==> src/rtl/disp_scan_if.sv <==
// Display scan bus: carries the enable, the digit-select/nibble loop to the upstream mux,
// and the anode/segment/tick/prescaler outputs of disp_scan_ctrl.
interface disp_scan_if #(
    parameter int DIV_WIDTH = 16
);
    logic                 en;
    logic [1:0]           sel;
    logic [3:0]           digit_i;
    logic [3:0]           an;
    logic [6:0]           seg;
    logic                 tick;
    logic [DIV_WIDTH-1:0] cnt;

    // master = the scan controller, slave = the surrounding system (enable source + nibble mux)
    modport master (
        input  en, digit_i,
        output sel, an, seg, tick, cnt
    );

    modport slave (
        output en, digit_i,
        input  sel, an, seg, tick, cnt
    );
endinterface

==> src/rtl/disp_scan_ctrl.sv <==
// Four-digit multiplexed seven-segment scan controller with hex decode.
// Optional leading-zero blanking is compiled in when DISP_SCAN_LZB_EN is defined.
module disp_scan_ctrl #(
    parameter int DIV_WIDTH = 16
) (
    input  logic        clk,
    input  logic        rst_n,
    disp_scan_if.master bus
);

    typedef enum logic [1:0] {
        DIG0 = 2'd0,
        DIG1 = 2'd1,
        DIG2 = 2'd2,
        DIG3 = 2'd3
    } digit_e;

    digit_e               r_sel;
    digit_e               w_sel_next;
    logic [DIV_WIDTH-1:0] r_cnt;
    logic                 r_tick;
    logic [3:0]           r_an;
    logic [6:0]           r_seg;
    logic                 w_wrap;
    logic                 w_blank;
    logic [3:0]           w_an_next;
    logic [6:0]           w_seg_next;

    function automatic logic [6:0] hex_to_seg(input logic [3:0] nib);
        case (nib)
            4'h0: return 7'h40;
            4'h1: return 7'h79;
            4'h2: return 7'h24;
            4'h3: return 7'h30;
            4'h4: return 7'h19;
            4'h5: return 7'h12;
            4'h6: return 7'h02;
            4'h7: return 7'h78;
            4'h8: return 7'h00;
            4'h9: return 7'h10;
            4'hA: return 7'h08;
            4'hB: return 7'h03;
            4'hC: return 7'h46;
            4'hD: return 7'h21;
            4'hE: return 7'h06;
            default: return 7'h0E;
        endcase
    endfunction

    assign w_wrap = bus.en && (&r_cnt);

    // NOTE: sequential state uses non-blocking (<=) so every register samples pre-edge values.
    always_ff @(posedge clk or negedge rst_n) begin
        if (!rst_n) begin
            r_cnt  <= '0;
            r_tick <= 1'b0;
        end else begin
            if (bus.en) r_cnt <= r_cnt + DIV_WIDTH'(1);
            r_tick <= w_wrap;
        end
    end

    always_ff @(posedge clk or negedge rst_n) begin
        if (!rst_n) r_sel <= DIG3;
        else        r_sel <= w_sel_next;
    end

    // NOTE: defaults come first in always_comb so no path leaves a variable unassigned (no latch).
    always_comb begin
        w_sel_next = r_sel;
        if (w_wrap) begin
            case (r_sel)
                DIG3:    w_sel_next = DIG2;
                DIG2:    w_sel_next = DIG1;
                DIG1:    w_sel_next = DIG0;
                default: w_sel_next = DIG3;
            endcase
        end
    end

`ifdef DISP_SCAN_LZB_EN
    logic r_lead;

    // Re-armed on entry to the most significant digit; the first nonzero digit disarms it.
    always_ff @(posedge clk or negedge rst_n) begin
        if (!rst_n)                              r_lead <= 1'b1;
        else if (w_wrap && (r_sel == DIG0))      r_lead <= 1'b1;
        else if (bus.en && (bus.digit_i != 4'h0)) r_lead <= 1'b0;
    end

    assign w_blank = r_lead && (r_sel != DIG0) && (bus.digit_i == 4'h0);
`else
    assign w_blank = 1'b0;
`endif

    always_comb begin
        w_an_next  = 4'b1111;
        w_seg_next = 7'h7F;
        if (bus.en) begin
            w_an_next = ~(4'b0001 << r_sel);
            if (!w_blank) w_seg_next = hex_to_seg(bus.digit_i);
        end
    end

    // Display registers follow the current select, so an/seg trail sel by one cycle.
    always_ff @(posedge clk or negedge rst_n) begin
        if (!rst_n) begin
            r_an  <= 4'b1111;
            r_seg <= 7'h7F;
        end else begin
            r_an  <= w_an_next;
            r_seg <= w_seg_next;
        end
    end

    assign bus.sel  = r_sel;
    assign bus.cnt  = r_cnt;
    assign bus.tick = r_tick;
    assign bus.an   = r_an;
    assign bus.seg  = r_seg;

endmodule

==> src/flat_wrapper.sv <==
// flat-port wrapper written by rule: the top's interface ports become plain ports
module disp_scan_ctrl_flat 
#(
    parameter int DIV_WIDTH = 16
)
  (clk, rst_n, bus_en, bus_digit_i, bus_sel, bus_an, bus_seg, bus_tick, bus_cnt);
  disp_scan_if #(.DIV_WIDTH(DIV_WIDTH)) bus_i ();
  input  logic clk;
  input  logic rst_n;
  input wire logic [$bits(bus_i.en)-1:0] bus_en;
  input wire logic [$bits(bus_i.digit_i)-1:0] bus_digit_i;
  output wire logic [$bits(bus_i.sel)-1:0] bus_sel;
  output wire logic [$bits(bus_i.an)-1:0] bus_an;
  output wire logic [$bits(bus_i.seg)-1:0] bus_seg;
  output wire logic [$bits(bus_i.tick)-1:0] bus_tick;
  output wire logic [$bits(bus_i.cnt)-1:0] bus_cnt;
  assign bus_i.en = bus_en;
  assign bus_i.digit_i = bus_digit_i;
  assign bus_sel = bus_i.sel;
  assign bus_an = bus_i.an;
  assign bus_seg = bus_i.seg;
  assign bus_tick = bus_i.tick;
  assign bus_cnt = bus_i.cnt;
  disp_scan_ctrl #(.DIV_WIDTH(DIV_WIDTH)) u_core (.clk(clk), .rst_n(rst_n), .bus(bus_i));
endmodule
==> config.mk <==
export PLATFORM = sky130hd
export DESIGN_NAME = disp_scan_ctrl_flat
export DESIGN_NICKNAME = d
export VERILOG_FILES = /design/src/rtl/disp_scan_if.sv /design/src/rtl/disp_scan_ctrl.sv /design/src/flat_wrapper.sv
export SDC_FILE = /design/constraint.sdc
export NUM_CORES = 1
export LEC_CHECK = 0
export BUFFER_PORTS_ARGS = -buffer_cell sky130_fd_sc_hd__buf_4
export CAP_MARGIN = 15
export CORE_AREA = 2 2 56 58
export CTS_BUF_LIST = sky130_fd_sc_hd__clkbuf_8
export CTS_CLUSTER_DIAMETER = 30
export DETAILED_ROUTE_END_ITERATION = 6
export DIE_AREA = 0 0 58 60
export HOLD_SLACK_MARGIN = 0.06
export PLACE_DENSITY = 0.78
export SLEW_MARGIN = 30
export SYNTH_ARGS = -nofsm -noshare
export SYNTH_HDL_FRONTEND = slang
export SYNTH_SLANG_ARGS = --single-unit
export TNS_END_PERCENT = 20
==> constraint.sdc <==
create_clock -name clk -period 1.8 [get_ports clk]
set_input_delay 0.36 -clock clk [delete_from_list [all_inputs] [get_ports clk]]
set_output_delay 0.36 -clock clk [all_outputs]
set_load 0.01 [all_outputs]
==> flow_summary_export.csv, run 1 <==
group,metric,value,unit
sta,fmaxAchievable,636.3,MHz
pwr,p_leak,0.8827,nW
logic_synthesis,ys_top_cells_by_count,"dfrtp_1, nand2_1, dfstp_2, ha_1, xnor2_1",
cts,ctsResizeCount,0,
logic_synthesis,synthTopCellsByArea,"dfrtp_1, dfstp_2, ha_1",
worst_setup_path,cp-end-kind,"flip-flop",
routing,vias,1065,
pwr,vdd_ir_drop_max,0.6474,mV
pwr,powerDensity,953.1,mW/mm2
routing,route.detailed.drc,0,
cts,post_cts_buffers,0,
routing,drt_iter0_drc,43,
layout,area_delta_synth_final,25.00,%
worst_setup_path,cp_data_required_time,1990,ps
routing,drt_wl_total,2673,um
sta,hold_viol_final,0,
logic_synthesis,ys_ff_latch,30,
die,core-area,0.002903,mm2
grt,grt_max_degree,31,
grt,grt_pass1_wl,4588,um
layout,nets,187,
logic_synthesis,netlist.area_leader.share,28.62,%
die,die_y,60,um
worst_setup_path,worst-path-max-fanout,5,
layout,antenna_cells,0,
sta,min_period,1572,ps
cts,cts_tree,"done",
pwr,clockPowerShare,26.7,%
logic_synthesis,synthesis.nets,148,
status,status,"complete, no violations",
logic_synthesis,yosys_warnings,0,
logic_synthesis,syn-mean-instance-area,11.61,um2
cts,numClockSinks,30,
cts,cts.clk_slew.worst_paths,60,ps
sta,final.setup_skew,5.401,ps
sta,rsz0062_at_grt,"false",
die,start_util,51.21,%
logic_synthesis,synth-async-reset-ratio,100.0,%
sta,relSlewSlack,77.09,%
worst_setup_path,critPathKind,"reg -> reg",
die,rows,20,
die,ioPinCount,37,
cts,insertion_delay,270,ps
routing,ant_nets,0,
logic_synthesis,synth-edff-count,0,
cts,htree_levels,2,
grt,first_global_vias,1094,
routing,wl_per_cell,13.30,um
layout,final_util,64.01,%
place,dp_hpwl,2010,um
cts,clock-root-buffer,"clkbuf_8",
pwr,p_int,1.246,mW
die,die_w,58,um
routing,vias_per_cell,5.299,
layout,drive_gt1_share,36.31,%
sta,drv_slew,0,
die,dieArea,0.003480,mm2
place,io_buffers,36,
logic_synthesis,yosysMostFrequentCell,"dfrtp_1",
routing,dr.pass1.iters,4,
grt,grt.total_usage,17.98,%
logic_synthesis,synthFlopType,"dfrtp_1",
place,gp_congestion,0.7913,
logic_synthesis,synth_top_area_cell,"dfrtp_1",
grt,antenna_found_initial,0,
cts,clk_path_buf_depth,2,
hold_path,hold_class,"in -> reg",
pwr,switching_share,29.66,%
sta,setup_tns,0,ps
pwr,power.switching,0.5253,mW
pwr,p_seq_share,50.6,%
grt,gr-total-overflow,0,
logic_synthesis,synth_seq_area_share,51.60,%
pwr,comb_power_share,22.7,%
worst_setup_path,arrival,1760,ps
worst_setup_path,start_kind,"flip-flop",
sta,final_min_period_over_clock_period,87.31,%
job,cap_violations,0,
logic_synthesis,synth_cells,128,
cts,cts_buffers,5,
sta,tightest_slew,339.3,ps
logic_synthesis,synth_area,0.001486,mm2
sta,setup_violations,0,
logic_synthesis,synth_cell_type_count,30,
[worst max-delay path: stages (launching register included)]
cell and delay, ps:
dfrtp_1 440, ha_1 210, nand4_2 130, nor2_2 230, and3_1 260, mux2i_1 220
[stage by stage]
stage	std cells	total power, mW	hold WS [ps]	instance area (um2)	setup slack (ps)
after global routing	201	1.879	380.1	1858	38.01
after floorplan	128	1.102	64.41	1486	317.7
after detailed placement	192	1.315	302.8	1768	226.3
after CTS	201	1.798	353.5	1858	208.2
after global placement	192	1.298	293.3	1768	325.8
final	201	1.771	361.4	1858	228.4
[flip-flops by register name (all words and copies together), names as in the netlist]
register         flops
u_core.bus.tick      1
u_core.bus.seg       7
u_core.bus.an        4
u_core.bus.sel       2
u_core.bus.cnt      16
[layout by cell type, fill, tap and decap left out, types with 2 or more instances in the layout]
| master | n |
|---|---|
| buf_4 | 36 |
| dfrtp_1 | 17 |
| nand2_1 | 14 |
| ha_1 | 13 |
| dfstp_2 | 13 |
| xnor2_1 | 11 |
| inv_1 | 8 |
| nor2_1 | 7 |
| nand3_1 | 6 |
| clkbuf_8 | 5 |
| o211ai_1 | 4 |
| xor2_1 | 4 |
| o311ai_0 | 3 |
| nand4_1 | 3 |
| mux2i_1 | 3 |
| o21ai_0 | 2 |
| nor2b_1 | 2 |
| nand2b_1 | 2 |
| a21boi_0 | 2 |
| nor2_2 | 2 |
| and3_1 | 2 |
[worst paths after layout]
check | from | slack [ps] | cells past startpoint | endpoint
worst max register to register | u_core.bus.cnt[0]$_DFFE_PN0P_ | 230 | 5 | u_core.bus.sel[0]$_DFFE_PN1P_
min in group asynchronous | rst_n | 550 | 2 | u_core.bus.cnt[13]$_DFFE_PN0P_
worst min-delay path | bus_en | 360 | 2 | u_core.bus.an[1]$_DFF_PN1_
max in group asynchronous | rst_n | 940 | 2 | u_core.bus.sel[1]$_DFFE_PN1P_
worst min register to register | u_core.bus.cnt[14]$_DFFE_PN0P_ | 510 | 1 | u_core.bus.cnt[14]$_DFFE_PN0P_
worst max-delay path | u_core.bus.cnt[0]$_DFFE_PN0P_ | 230 | 5 | u_core.bus.sel[0]$_DFFE_PN1P_
[cells by family after synthesis]
group	Yosys count	synth area share (%)
compound gates	12	5.808
flops	30	51.60
simple gates	44	16.75
buf+inv	10	3.283
fa+ha+maj	13	10.94
mux	4	2.778
xor+xnor	15	8.838
[routing by layer]
layer	vias up	global-route usage [%]	part of all wire (%)
met5	-	0	0
met4	0	11.96	2.4
met3	5	4.113	4.7
met2	26	33.28	54
met1	525	17.87	39
li1	509	-	-
[power by group through the flow]
stage               logic [mW]  registers, mW  clock network, mW
floorplan                0.166          0.936                  0
global placement         0.397          0.901                  0
detailed placement       0.407          0.908                  0
CTS                      0.410          0.897              0.490
global route             0.445          0.909              0.524
finish                   0.401          0.896              0.473
[layout make-up]
class                      count  area, um2
fill                         238       1045
sequential                    30      767.0
multi-input combinational     88      670.6
timing repair buffer          37      280.3
clock buffer                   5      68.82
tap                           33      41.29
inverter                       5      18.77
clock inverter                 3      11.26
[timing repair]
item                                    CTS  global route
hold buffers                              1             0
endpoints found under the setup margin    0             0
endpoints found under the hold margin    17             0
Note: power is estimated with default switching activity, not from simulation.
==> run 2, diff against run 1 <==
--- a/config.mk
+++ b/config.mk
@@ -14,6 +14,7 @@
 export DIE_AREA = 0 0 58 60
 export HOLD_SLACK_MARGIN = 0.06
 export PLACE_DENSITY = 0.78
+export SETUP_SLACK_MARGIN = 0.3
 export SLEW_MARGIN = 30
 export SYNTH_ARGS = -nofsm -noshare
 export SYNTH_HDL_FRONTEND = slang
==> run 2 against run 1 <==
Sequential power about the same; global-route usage increased by 0.18 points; critical path depth did not move; utilization is 1.3 points higher; routed wire length increased by 1.5%; clock skew about the same; first-iteration DRC count up 16%; count of clock-buffer cells in the layout did not move; fmax increased by 13%; register-to-register slack gained 170 ps.
==> flow_summary_export.csv, run 2 (synthesis gave the netlist of run 1 again) <==
group,metric,value,unit
status,status,"complete, no violations",
routing,dr.pass1.iters,4,
routing,wl_per_cell,13.37,um
grt,grt_max_degree,31,
routing,wl_met3,134,um
layout,multi_input_area,691.9,um2
pwr,p_leak,0.8885,nW
pwr,power.switching,0.5443,mW
worst_setup_path,critPathKind,"reg -> reg",
layout,regArea,768.2,um2
grt,grt.total_usage,18.16,%
sta,final.setup_skew,5.302,ps
cts,cts_buffers,5,
pwr,p_seq_share,49.4,%
sta,setup_violations,0,
sta,final_min_period_over_clock_period,77.60,%
layout,fillers,233,
hold_path,hold_path_depth,2,
cts,htree_levels,2,
worst_setup_path,arrival,1590,ps
hold_path,hold_class,"in -> reg",
cts,numClockSinks,30,
grt,first_global_vias,1112,
cts,cts_tree,"done",
layout,layout_commonest_cell,"buf_4",
sta,relSlewSlack,76.32,%
worst_setup_path,r2r_start,"u_core.bus.cnt[0]$_DFFE_PN0P_",
sta,hold_viol_final,0,
layout,drive_gt1_share,38.82,%
die,die_y,60,um
layout,nets,189,
die,core-area,0.002903,mm2
die,start_util,51.21,%
place,io_buffers,36,
pwr,powerDensity,956.9,mW/mm2
sta,min_period,1397,ps
sta,tightest_slew,355.3,ps
cts,clock-root-buffer,"clkbuf_8",
die,die_w,58,um
routing,drt_iter0_drc,50,
cts,cts.clk_slew.worst_paths,60,ps
pwr,clockPowerShare,26.2,%
job,cap_violations,0,
layout,antenna_cells,0,
worst_setup_path,worstPathCellList,"ha_2, nand4_4, nor2_4, and3_4, mux2i_1",
routing,vias_per_cell,5.315,
routing,wl_met2,1490,um
place,dp_hpwl,2010,um
worst_setup_path,r2r_setup_slack,400,ps
sta,setup_tns,0,ps
worst_setup_path,start_kind,"flip-flop",
hold_path,holdPathEnd,"u_core.bus.an[1]$_DFF_PN1_",
routing,ant_nets,0,
pwr,switching_share,30.01,%
die,dieArea,0.003480,mm2
worst_setup_path,critPathMaxStageDelay,410,ps
layout,area_delta_synth_final,27.53,%
pwr,vdd_ir_drop_max,0.6474,mV
routing,route.detailed.drc,0,
cts,clk_path_buf_depth,2,
place,gp_congestion,0.7913,
pwr,comb_power_share,24.4,%
worst_setup_path,reg2reg_depth,5,
worst_setup_path,r2r_end,"u_core.bus.sel[0]$_DFFE_PN1P_",
grt,antenna_found_initial,0,
sta,fmaxAchievable,715.9,MHz
sta,drv_slew,0,
routing,top_layer_used,"met4",
pwr,totalPowerFinal,1.814,mW
sta,rsz0062_at_grt,"false",
grt,grt_pass1_wl,4636,um
layout,largest_register_ffs,16,
routing,drt-met1-wl,1026,um
routing,drt_wl_total,2714,um
worst_setup_path,worst-path-max-fanout,5,
cts,insertion_delay,270,ps
layout,layout_common_cells,"buf_4, dfrtp_1, nand2_1, dfstp_2, ha_1",
grt,gr-total-overflow,0,
pwr,p_int,1.270,mW
hold_path,min-delay-start,"bus_en",
worst_setup_path,cp_data_required_time,1990,ps
die,rows,20,
worst_setup_path,critical-path-slowest-cell,"dfrtp_2",
routing,vias,1079,
die,ioPinCount,37,
worst_setup_path,cp-end-kind,"flip-flop",
-- run 2: cell types whose count changed in the layout (fill, tap and decap cells not counted), sizes merged --
cell,delta
buf,+2
-- run 2: cell type report --
| class | count | share of cell area [%] |
|---|---|---|
| clock buffer | 5 | 3.630 |
| inverter | 5 | 0.9901 |
| clock inverter | 3 | 0.5941 |
| sequential | 30 | 40.53 |
| multi-input combinational | 88 | 36.50 |
| tap | 33 | 2.178 |
| timing repair buffer | 39 | 15.58 |
-- run 2: worst max-delay path, delay by kind of cell (launching register included) --
kind / cells / cell delay, ps
adders and majority gates: 1 / 220
DFF: 1 / 410
muxes: 1 / 200
and+or+nand+nor: 3 / 490
-- run 2: timing repair --
item                       4_1_cts  5_1_grt
resized for setup                3        2
hold buffers                     1        0
pin swaps                        0        1
buffers inserted                 1        1
hold endpoints to repair        17        0
gates cloned                     0        0
setup endpoints to repair        2        2
-- run 2: how the worst max path moves through the flow --
stage / start / endpoint / slack [ps] / cells after the start
CTS: u_core.bus.cnt[0]$_DFFE_PN0P_ / u_core.bus.sel[0]$_DFFE_PN1P_ / 330 / 5
floorplan: u_core.bus.cnt[0]$_DFFE_PN0P_ / u_core.bus.sel[1]$_DFFE_PN1P_ / 320 / 6
global route: u_core.bus.cnt[0]$_DFFE_PN0P_ / u_core.bus.sel[0]$_DFFE_PN1P_ / 300 / 5
finish: u_core.bus.cnt[0]$_DFFE_PN0P_ / u_core.bus.sel[0]$_DFFE_PN1P_ / 400 / 5
detailed placement: u_core.bus.cnt[0]$_DFFE_PN0P_ / u_core.bus.sel[0]$_DFFE_PN1P_ / 230 / 5
global placement: u_core.bus.cnt[0]$_DFFE_PN0P_ / u_core.bus.sel[1]$_DFFE_PN1P_ / 330 / 5
-- run 2: through the flow --
| step | hold WS, ps | worst slack [ps] | cells | util [%] | area [um2] |
|---|---|---|---|---|---|
| floorplan | 64.41 | 317.7 | 128 | - | 1486 |
| global placement | 293.3 | 325.8 | 192 | 60.91 | 1768 |
| detailed placement | 302.8 | 226.3 | 192 | 60.91 | 1768 |
| CTS | 353.5 | 328.5 | 202 | 64.66 | 1877 |
| global route | 389.4 | 298.4 | 203 | 65.30 | 1896 |
| finish | 373.9 | 403.2 | 203 | 65.30 | 1896 |
-- run 2: power groups by stage --
stage | logic, mW | registers (mW) | clock network, mW
after floorplan | 0.166 | 0.936 | 0
after global placement | 0.397 | 0.901 | 0
after detailed placement | 0.407 | 0.908 | 0
after CTS | 0.440 | 0.890 | 0.490
after global routing | 0.488 | 0.911 | 0.524
final | 0.442 | 0.897 | 0.475
-- run 2: metal layers --
layer	up-vias	GRT usage, %
li1	512	-
met1	532	17.73
met2	30	34.09
met3	5	4.113
met4	0	11.96
met5	-	0
